$ cat src/rtl/sram_port_arbiter.sv
// sram_port_arbiter
// Shares one pipelined single-port SRAM (1-cycle read latency) between the
// fetch (inst) port and the memory-stage (data) port. At most one request is
// granted per cycle. The response returns exactly one cycle after its grant.
// Optional build macro: SRAM_ARB_RR_EN selects round-robin arbitration on
// contention. Without it, the data port always wins.
module sram_port_arbiter (
    input  logic        clk,
    input  logic        resetn,
    input  logic        inst_req,
    input  logic [31:0] inst_addr,
    output logic        inst_addr_ok,
    output logic        inst_data_ok,
    output logic [31:0] inst_rdata,
    input  logic        data_req,
    input  logic        data_wr,
    input  logic [3:0]  data_wstrb,
    input  logic [31:0] data_addr,
    input  logic [31:0] data_wdata,
    output logic        data_addr_ok,
    output logic        data_data_ok,
    output logic [31:0] data_rdata,
    output logic        sram_en,
    output logic [3:0]  sram_we,
    output logic [31:0] sram_addr,
    output logic [31:0] sram_wdata,
    input  logic [31:0] sram_rdata
);

    logic        w_grant_inst;
    logic        w_grant_data;
    logic        w_grant_any;
    logic        w_data_write;
    logic        r_resp_vld;
    logic        r_resp_owner;   // 0 = inst, 1 = data
    logic [31:0] r_inst_hold;
    logic [31:0] r_data_hold;

`ifdef SRAM_ARB_RR_EN
    logic        r_last_grant;   // 0 = inst won last, 1 = data won last

    // Round-robin arbitration: on contention, the side that did not win last goes
    always_comb begin
        w_grant_inst = 1'b0;
        w_grant_data = 1'b0;
        if (resetn) begin
            if (inst_req && data_req) begin
                w_grant_inst = r_last_grant;
                w_grant_data = ~r_last_grant;
            end else begin
                w_grant_inst = inst_req;
                w_grant_data = data_req;
            end
        end
    end

    // Remember the winner of every grant; reset favours fetch on first contention
    always_ff @(posedge clk or negedge resetn) begin
        if (!resetn) begin
            r_last_grant <= 1'b1;
        end else if (w_grant_any) begin
            r_last_grant <= w_grant_data;
        end
    end
`else
    // Fixed-priority arbitration: data wins, fetch only when data is idle
    always_comb begin
        w_grant_inst = 1'b0;
        w_grant_data = 1'b0;
        if (resetn) begin
            w_grant_data = data_req;
            w_grant_inst = inst_req & ~data_req;
        end
    end
`endif

    assign w_grant_any  = w_grant_inst | w_grant_data;
    assign w_data_write = w_grant_data & data_wr;

    assign inst_addr_ok = w_grant_inst;
    assign data_addr_ok = w_grant_data;

    // Drive the SRAM from whichever side holds the grant this cycle
    always_comb begin
        sram_en    = w_grant_any;
        sram_we    = 4'b0000;
        sram_addr  = 32'h0;
        sram_wdata = 32'h0;
        if (w_grant_data) begin
            sram_addr = data_addr;
        end else if (w_grant_inst) begin
            sram_addr = inst_addr;
        end
        if (w_data_write) begin
            sram_we    = data_wstrb;
            sram_wdata = data_wdata;
        end
    end

    // Track the owner of the single in-flight response; cleared on idle cycles
    always_ff @(posedge clk or negedge resetn) begin
        if (!resetn) begin
            r_resp_vld   <= 1'b0;
            r_resp_owner <= 1'b0;
        end else begin
            r_resp_vld   <= w_grant_any;
            r_resp_owner <= w_grant_data;
        end
    end

    assign inst_data_ok = r_resp_vld & ~r_resp_owner;
    assign data_data_ok = r_resp_vld & r_resp_owner;

    // Capture returned words so each port's rdata holds its last response
    always_ff @(posedge clk or negedge resetn) begin
        if (!resetn) begin
            r_inst_hold <= 32'h0;
            r_data_hold <= 32'h0;
        end else begin
            if (inst_data_ok) begin
                r_inst_hold <= sram_rdata;
            end
            if (data_data_ok) begin
                r_data_hold <= sram_rdata;
            end
        end
    end

    assign inst_rdata = inst_data_ok ? sram_rdata : r_inst_hold;
    assign data_rdata = data_data_ok ? sram_rdata : r_data_hold;

endmodule
$ cat config.mk
export PLATFORM = sky130hd
export DESIGN_NAME = sram_port_arbiter
export DESIGN_NICKNAME = d
export VERILOG_FILES = /design/src/rtl/sram_port_arbiter.sv
export SDC_FILE = /design/constraint.sdc
export NUM_CORES = 1
export LEC_CHECK = 0
export ABC_AREA = 1
export BUFFER_PORTS_ARGS = -buffer_cell sky130_fd_sc_hd__buf_2
export CAP_MARGIN = 40
export CORE_AREA = 10 10 142 79
export CTS_CLUSTER_SIZE = 16
export DETAILED_ROUTE_END_ITERATION = 7
export DIE_AREA = 0 0 152 89
export PLACE_DENSITY = 0.78
export SETUP_SLACK_MARGIN = 0.4
export SLEW_MARGIN = 30
export SYNTH_ARGS = -nofsm -noshare
export SYNTH_HDL_FRONTEND = slang
export SYNTH_SLANG_ARGS = --single-unit
$ cat constraint.sdc
create_clock -name clk -period 1.4 [get_ports clk]
set_input_delay 0.28 -clock clk [delete_from_list [all_inputs] [get_ports clk]]
set_output_delay 0.28 -clock clk [all_outputs]
set_load 0.02 [all_outputs]
==> flow_summary.yaml, run 1 <==
place:
  port_buffers: 273
  hpwlAfterDp_um: 12180
  dp_slack_ps: -44.02
  gp_congestion: 0.8336
die:
  start_util: 0.3740
  dieArea_mm2: 0.01353
  core_mm2: 0.008946
  io_pins: 274
  die_w_um: 152
  row_count: 25
  die_h_um: 89
global_routing:
  grt_usage: 0.2498
  antenna_found_initial: 0
  grt_pass1_vias: 4907
  grt_max_degree: 59
  grt_overflow_total: 0
  grt_pass1_wl_um: 26870
power_and_ir_drop:
  p_sw_frac: 0.3504
  intPower_mw: 5.216
  peakVddDrop_mv: 0.8572
  power_frac_comb: 0.428
  power_density_mw_per_mm2: 1014
  p_leak_nw: 4.222
  seqPwrFrac: 0.296
  power_frac_clock: 0.276
  p_switching_mw: 2.813
synthesis:
  synth.top_cells.by_count: "nand2_1, dfrtp_1, inv_1"
  yosys.area.top_type: "dfrtp_1"
  synth_edf_count: 0
  synth.most_common_cell: "nand2_1"
  synth-main-ff-cell: "dfrtp_1"
  synthTopCellsByArea: "dfrtp_1, nand2_1, nand4_1, inv_1, nor2_1"
  syn-cell-area_mm2: 0.003346
  synth-seq-area-share: 0.4936
  synth_top_area_frac: 0.4936
  synth_async_sr_flop_share: 1.000
  synth_seq_cells: 66
  synth_warnings: 0
  synth_cell_types: 13
  synthCells: 468
  synth_nets: 605
  syn_area_per_cell_um2: 7.149
timing:
  slew_headroom: 0.6347
  maxSlewViolCount: 0
  final-setup-viol-count: 66
  fmax_mhz: 574.0
  worst_pin_slew_ps: 547.9
  fin_crit_ps: 1742
  rsz0062_at_grt: "true"
  worst_slack_ps: -342.1
  clock_skew_ps: 12.69
  finalHoldViolCount: 0
  finalCritPeriodShare: 1.244
setup_path:
  crit_path_max_fanout: 15
  worstReg2RegStart: "r_resp_owner"
  cp-end-kind: "output pin"
  critPathLaunch: "r_resp_owner"
  rrSetupSlack_ps: 180
  start_kind: "register"
  r2r_cells: 6
  cp.required_ps: 1120
  rr_endpoint: "r_inst_hold[25]"
  crit_type: "reg2out"
  arrival_ps: 1460
finish:
  syn2layout_area_growth_pct: 136.7
  n_fill_cell: 408
  nets: 919
  seq_area_mm2: 0.001654
  multi_input_area_mm2: 0.002564
  fin_util: 0.8853
  final_layout_size_suffix_gt1_frac: 0.7503
clock_tree:
  cts_tree: "done"
  clock_latency_ps: 320
  cts_buffer_depth: 2
  clock_sinks: 66
  cts_made_buffers: 9
  clkSlewWorstSetupHoldPaths_ps: 50
  cts_root_buffer: "clkbuf_16"
  cts_hold_buf: 0
  htreeDepth: 3
outcome:
  status: "finished, violations left"
  violations: "negative setup slack"
route:
  drc: 0
  ant_nets: 0
  drt_iter0_markers: 286
  routed_via_density: 5.133
  drt-pass1-iter-count: 5
  routedWlPerCell_um: 22.62
  routed_wl_um: 20520
  vias: 4656
run:
  cap_violations: 0
worst_hold_path:
  hp-class: "in2async"
cell families (layout without fill, tap and decap cells):
kind of cell	Yosys count	in the layout	synth area share
other	0	1	0
and+or+nand+nor	332	333	0.4024
buffers and inverters	70	386	0.1040
DFF	66	66	0.4936
final cells by class:
class	instances	area share
flip-flops and latches	66	0.2088
clock inverters	2	0.004739
repair buffers	331	0.3886
multi-input cells	333	0.3237
well taps	121	0.01912
clock buffers	12	0.03239
inverters	41	0.02227
diodes	1	0.0003160
stage by stage:
step | TNS [ps] | power [mW] | cell area (um^2) | cells | hold slack [ps]
global route | -21650 | 8.350 | 7918 | 906 | 46.69
global placement | 0 | 4.876 | 6005 | 870 | 289.5
CTS | -19930 | 7.641 | 7392 | 898 | 28.57
floorplan | 0 | 3.923 | 4315 | 468 | -15.59
finish | -18130 | 8.029 | 7920 | 907 | 51.61
detailed placement | -138.9 | 4.943 | 6005 | 870 | 288.6
timing repair:
action / CTS / global route
endpoints found under the setup margin: 201 / 259
gates resized for setup: 250 / 137
pin swaps: 21 / 25
gates cloned: 7 / 4
buffers inserted: 7 / 4
routing by layer:
metal  up-vias  GRT usage  wire length, um  part of all wire
met2       287     0.4454            10550              0.51
met5         -          0                0                 0
met3        85     0.1004             1867             0.091
met1      2239     0.2655             7112              0.35
met4         0    0.09991              987             0.048
li1       2045          -                -                 -
placed cells by master, fill, tap and decap left out:
master      Yosys  layout
diode_2         0       1
inv_4           0       1
inv_1          38      37
clkbuf_16       0      13
dfrtp_2         0       2
inv_8           0       1
nor2_4          1      38
buf_2          16     137
clkbuf_1        0       1
clkbuf_8        0       2
clkinv_8        0       1
nand2_8         0       4
clkinvlp_4      0       1
dfrtp_1        66      64
buf_16          0       8
nand2_2         2     119
buf_8           0       3
inv_2           2       1
nand2_4         1      78
buf_4          10      39
bufinv_16       0       1
buf_6           3     122
nand2_1       259      62
buf_12          0      18
nand4_1        32      32
critical path, stage by stage, from the launching register on:
cell and delay [ps]:
dfrtp_2 440, nor2_4 180, buf_12 180, nand2_1 110, nand2_4 90, buf_4 140
flip-flops by register name (all words and copies together) (netlist names):
register	cells
r_data_hold	32
r_inst_hold	32
r_resp_owner	1
r_resp_vld	1
power groups by stage:
| stage | Combinational (mW) | Clock (mW) | Sequential [mW] |
|---|---|---|---|
| 2_1_floorplan | 1.56 | 0 | 2.36 |
| 3_3_place_gp | 2.50 | 0 | 2.37 |
| 3_5_place_dp | 2.56 | 0 | 2.39 |
| 4_1_cts | 3.05 | 2.24 | 2.36 |
| 5_1_grt | 3.62 | 2.33 | 2.40 |
| 6_report | 3.44 | 2.21 | 2.38 |
worst max-delay path by stage:
stage / endpoint / cells past startpoint
2_1_floorplan: data_rdata[22] / 5
3_3_place_gp: data_rdata[7] / 5
3_5_place_dp: data_rdata[11] / 5
4_1_cts: data_rdata[8] / 6
5_1_grt: inst_rdata[19] / 6
6_report: inst_rdata[19] / 5
Note: power is estimated with default switching activity, not from simulation.
==> inputs of run 2 (changes only) <==
==> constraint.sdc (replaced) <==
create_clock -name clk -period 1.4 [get_ports clk]
set_input_delay 0 -clock clk [delete_from_list [all_inputs] [get_ports clk]]
set_output_delay 0 -clock clk [all_outputs]
set_load 0.02 [all_outputs]
==> run 2 against run 1 <==
The run still ends with negative setup slack left. Fmax increased by 14%. Routed wire length shrank 7.6%. Via count fell by 2.1%. Sequential power up 3%.
==> flow_summary.yaml, run 2 (synthesis gave the netlist of run 1 again) <==
worst_hold_path:
  hp-class: "in2async"
clock_tree:
  cts_made_buffers: 9
  htreeDepth: 3
  clkSlewWorstSetupHoldPaths_ps: 60
  clock_latency_ps: 320
  cts_root_buffer: "clkbuf_16"
  clock_sinks: 66
  cts_tree: "done"
  cts_buffer_depth: 2
die:
  die_w_um: 152
  row_count: 25
  io_pins: 274
  die_h_um: 89
  dieArea_mm2: 0.01353
  start_util: 0.3740
  core_mm2: 0.008946
power_and_ir_drop:
  power_density_mw_per_mm2: 1162
  p_leak_nw: 4.110
  total_power_mw: 8.047
  peakVddDrop_mv: 0.6952
timing:
  slew_headroom: 0.5752
  final-setup-viol-count: 64
  finalCritPeriodShare: 1.094
  hold_slack_ps: 4.919
  fin_crit_ps: 1531
  worst_slack_ps: -131.1
  fmax_mhz: 653.1
  finalHoldViolCount: 0
  clock_skew_ps: 9.424
  maxSlewViolCount: 0
  worst_pin_slew_ps: 637.2
  rsz0062_at_grt: "true"
global_routing:
  top_usage_layer: "met2"
  grt_overflow_total: 0
  grt_util_met2: 0.4178
  antenna_found_initial: 1
  use_met3: 0.08838
  grt_max_degree: 37
  groute.layer.met1.usage: 0.2669
  grt_usage: 0.2356
  grt_pass1_wl_um: 25340
  grt_pass1_vias: 4570
finish:
  mostFrequentLayoutCells: "buf_2, nand2_1, nand2_4, dfrtp_1, buf_6"
  n_fill_cell: 575
  top_regs: "r_data_hold x32, r_inst_hold x32"
  nets: 938
  multi_input_area_mm2: 0.002036
  final_common_cell: "buf_2"
  final_layout_size_suffix_gt1_frac: 0.5707
  seq_area_mm2: 0.001654
  syn2layout_area_growth_pct: 107.0
place:
  gp_congestion: 0.9755
  port_buffers: 273
  hpwlAfterDp_um: 12340
setup_path:
  start_kind: "register"
  max_stage_delay_ps: 450
  path_cells: "nand2_4 -> clkinv_8 -> clkbuf_16 -> nand2_1 -> nand2_2 -> buf_6"
  cp.required_ps: 1400
  crit_buf_inv: 3
  arrival_ps: 1530
  crit_path_max_fanout: 8
  crit_type: "reg2out"
  cp-end-kind: "output pin"
  cp_top_family: "flip-flops"
  crit_slowest_cell: "dfrtp_2"
route:
  routed_via_density: 4.901
  drt_iter0_markers: 247
  routed_wl_um: 18970
  drc: 0
  ant_nets: 0
  vias: 4558
  routedWlPerCell_um: 20.39
  drt-pass1-iter-count: 6
run:
  cap_violations: 0
outcome:
  status: "finished, violations left"
  violations: "negative setup slack"
==> run 2: cell count changes in the layout (fill, tap and decap cells not counted), moves of 4 or more <==
cell	change
nand2_2	-73
nor2_4	-37
buf_2	+76
buf_4	-4
buf_6	-63
buf_12	-14
nor2_1	+37
nand2_1	+77
dlygate4sd3_1	+33
==> run 2: layer usage <==
layer,up-vias,part of all wire
li1,2092,-
met1,2181,0.36
met2,254,0.53
met3,31,0.092
met4,0,0.022
met5,-,0
==> run 2: metrics by stage <==
| step | utilization | std cells | setup WS [ps] | setup TNS (ps) | area, um^2 |
|---|---|---|---|---|---|
| after floorplan | - | 468 | 362.3 | 0 | 3525 |
| after global placement | 0.5583 | 849 | 258.6 | 0 | 4995 |
| after detailed placement | 0.5583 | 849 | 173.5 | 0 | 4995 |
| after CTS | 0.7171 | 917 | -55.92 | -1432 | 6415 |
| after global routing | 0.7736 | 928 | -168.8 | -7012 | 6920 |
| final | 0.7741 | 930 | -131.1 | -3924 | 6925 |
==> run 2: cell type report <==
cell class | instances | share of cell area
Timing Repair Buffer | 351 | 0.3724
Antenna cell | 3 | 0.001084
Inverter | 41 | 0.02584
Clock inverter | 5 | 0.01247
Multi-Input combinational cell | 332 | 0.2939
Tap cell | 121 | 0.02186
Clock buffer | 11 | 0.03360
Sequential cell | 66 | 0.2388
==> run 2: worst paths after layout <==
| path | from | endpoint | slack, ps | depth (start not counted) |
|---|---|---|---|---|
| max in group asynchronous | resetn | r_inst_hold[16] | 610 | 4 |
| min in group clk | resetn | r_resp_vld | 80 | 3 |
| max | r_resp_owner | data_rdata[27] | -130 | 6 |
| min reg2reg | r_inst_hold[11] | r_inst_hold[11] | 470 | 2 |
| min | resetn | r_inst_hold[2] | 5 | 3 |
| max reg2reg | r_resp_owner | r_data_hold[19] | 70 | 7 |
==> run 2: report_power, final <==
| group | switching, mW | internal (mW) |
|---|---|---|
| Clock | 0.827 | 1.57 |
| Sequential | 0.197 | 2.24 |
| Combinational | 1.77 | 1.44 |
==> run 2: worst min-delay path: stages <==
cell and delay, ps:
buf_4 130, buf_4 230, buf_4 370
==> run 2: repair_timing <==
| item | 4_1_cts | 5_1_grt |
|---|---|---|
| hold endpoints to repair | 76 | 0 |
| endpoints found under the setup margin | 166 | 185 |
| resized for setup | 175 | 95 |
| gates cloned | 6 | 1 |
| hold buffers | 34 | 0 |
| pin swaps | 13 | 34 |
| buffers inserted | 12 | 9 |
==> inputs of run 3 (changes only) <==
--- a/config.mk
+++ b/config.mk
@@ -13,7 +13,6 @@
 export DETAILED_ROUTE_END_ITERATION = 7
 export DIE_AREA = 0 0 152 89
 export PLACE_DENSITY = 0.78
-export SETUP_SLACK_MARGIN = 0.4
 export SLEW_MARGIN = 30
 export SYNTH_ARGS = -nofsm -noshare
 export SYNTH_HDL_FRONTEND = slang
==> run 3 against run 2 <==
The flow still finishes with violations (negative setup slack). Worst setup slack better by 120 ps. Routed wire length is 13% lower. Register-to-register slack improved by 250 ps. Die area did not move. Critical path type unchanged. Largest cell class unchanged. Largest power group unchanged.
==> flow_summary.yaml, run 3 (synthesis gave the netlist of run 1 again) <==
outcome:
  status: "finished, violations left"
  violations: "negative setup slack"
route:
  routedWlPerCell_um: 18.36
  routed_wl_um: 16560
  drt-pass1-iter-count: 5
  drc: 0
  vias: 4266
  drt_iter0_markers: 193
  ant_nets: 0
  routed_via_density: 4.729
global_routing:
  grt_max_degree: 37
  antenna_found_initial: 1
  grt_pass1_vias: 4351
  grt_pass1_wl_um: 23970
  grt_overflow_total: 0
  grt_usage: 0.2225
setup_path:
  crit_path_max_fanout: 16
  cp-end-kind: "output pin"
  start_kind: "register"
  crit_type: "reg2out"
  arrival_ps: 1410
  cp.required_ps: 1400
  rrSetupSlack_ps: 320
finish:
  final_common_cell: "buf_2"
  final_cell_area_mm2: 0.006170
  n_fill_cell: 723
  fin_util: 0.6897
  final_layout_size_suffix_gt1_frac: 0.5148
  top_regs: "r_data_hold x32, r_inst_hold x32"
  mostFrequentLayoutCells: "buf_2, nand2_1, nand2_2, dfrtp_1, buf_6"
  syn2layout_area_growth_pct: 84.41
  nets: 911
  instances_no_fill: 902
timing:
  rsz0062_at_grt: "true"
  clock_skew_ps: 6.905
  slew_headroom: 0.5400
  fmax_mhz: 707.4
  worst_pin_slew_ps: 687.8
  final-setup-viol-count: 1
  maxSlewViolCount: 0
  finalHoldViolCount: 0
  tns_ps: -13.59
  worst_slack_ps: -13.59
  hold_slack_ps: 4.117
  fin_crit_ps: 1414
  finalCritPeriodShare: 1.010
clock_tree:
  htreeDepth: 3
  clkSlewWorstSetupHoldPaths_ps: 50
  clock_latency_ps: 320
  cts_buffer_depth: 2
  cts_made_buffers: 9
  cts_root_buffer: "clkbuf_16"
  clock_sinks: 66
  cts_tree: "done"
place:
  dpl_cell_area_mm2: 0.004820
  gp_congestion: 0.9482
  dp_cells: 847
  port_buffers: 273
  hpwlAfterDp_um: 12370
die:
  io_pins: 274
  die_h_um: 89
  row_count: 25
  die_w_um: 152
  start_util: 0.3740
  core_mm2: 0.008946
  dieArea_mm2: 0.01353
run:
  cap_violations: 0
power_and_ir_drop:
  power_density_mw_per_mm2: 1184
  peakVddDrop_mv: 0.8105
  p_leak_nw: 3.649
worst_hold_path:
  hp-class: "in2reg"
[run 3: cell count changes in the layout (fill, tap and decap cells not counted), moves of 3 or more]
cell,previous run,this run
nand2_2,46,86
nand2_1,139,172
buf_4,35,12
clkinvlp_4,0,4
buf_2,213,208
buf_12,4,7
buf_16,5,0
nand2_4,76,4
[run 3: critical path, cell delays in order, from the launching register on]
cell and delay, ps:
dfrtp_2 440, nand2_4 140, inv_4 60, buf_12 150
nand2_1 80, nand2_1 80, buf_6 140
[run 3: layout make-up]
cell class,count,area [um^2],share of cell area
clock buffer,9,225.2,0.03650
antenna,2,5.005,0.0008112
tap,121,151.4,0.02454
clock inverter,7,70.07,0.01136
multi-input combinational,332,1579,0.2559
timing repair buffer,324,2323,0.3766
inverter,41,161.4,0.02616
sequential,66,1654,0.2681
[run 3: repair_timing]
action / in CTS / in global routing
resized for setup: 154 / 79
hold endpoints to repair: 98 / 0
pin swaps: 1 / 1
hold buffers: 35 / 0
endpoints found under the setup margin: 64 / 64
cloned: 1 / 0
setup buffers: 1 / 0
[run 3: final timing paths]
| check | from | endpoint | cells after the start |
|---|---|---|---|
| max | r_resp_owner | data_rdata[11] | 6 |
| min | data_req | r_resp_vld | 3 |
| max reg2reg | r_resp_owner | r_data_hold[11] | 5 |
| min reg2reg | r_inst_hold[30] | r_inst_hold[30] | 2 |
| max in group asynchronous | resetn | r_inst_hold[19] | 3 |
| min in group asynchronous | resetn | r_data_hold[2] | 3 |
[run 3: layer usage]
| metal | part of all wire | vias to the layer above | GRT usage |
|---|---|---|---|
| met2 | 0.50 | 187 | 0.3683 |
| met5 | 0 | - | 0 |
| met1 | 0.40 | 2022 | 0.2653 |
| met4 | 0.020 | 0 | 0.06342 |
| li1 | - | 2034 | - |
| met3 | 0.083 | 23 | 0.08982 |
[run 3: report_power, final]
| part | switching (mW) | total, mW | internal (mW) | leakage, nW |
|---|---|---|---|---|
| clock | 0.819 | 2.19 | 1.37 | 0.133 |
| sequential | 0.114 | 2.35 | 2.24 | 0.806 |
| combinational | 1.57 | 2.76 | 1.19 | 2.71 |
[run 3: through the flow]
step	setup WS, ps	power (mW)
floorplan	260.0	3.482
global placement	313.3	4.335
detailed placement	232.2	4.381
CTS	-37.67	7.156
global route	-68.27	7.641
finish	-13.59	7.305
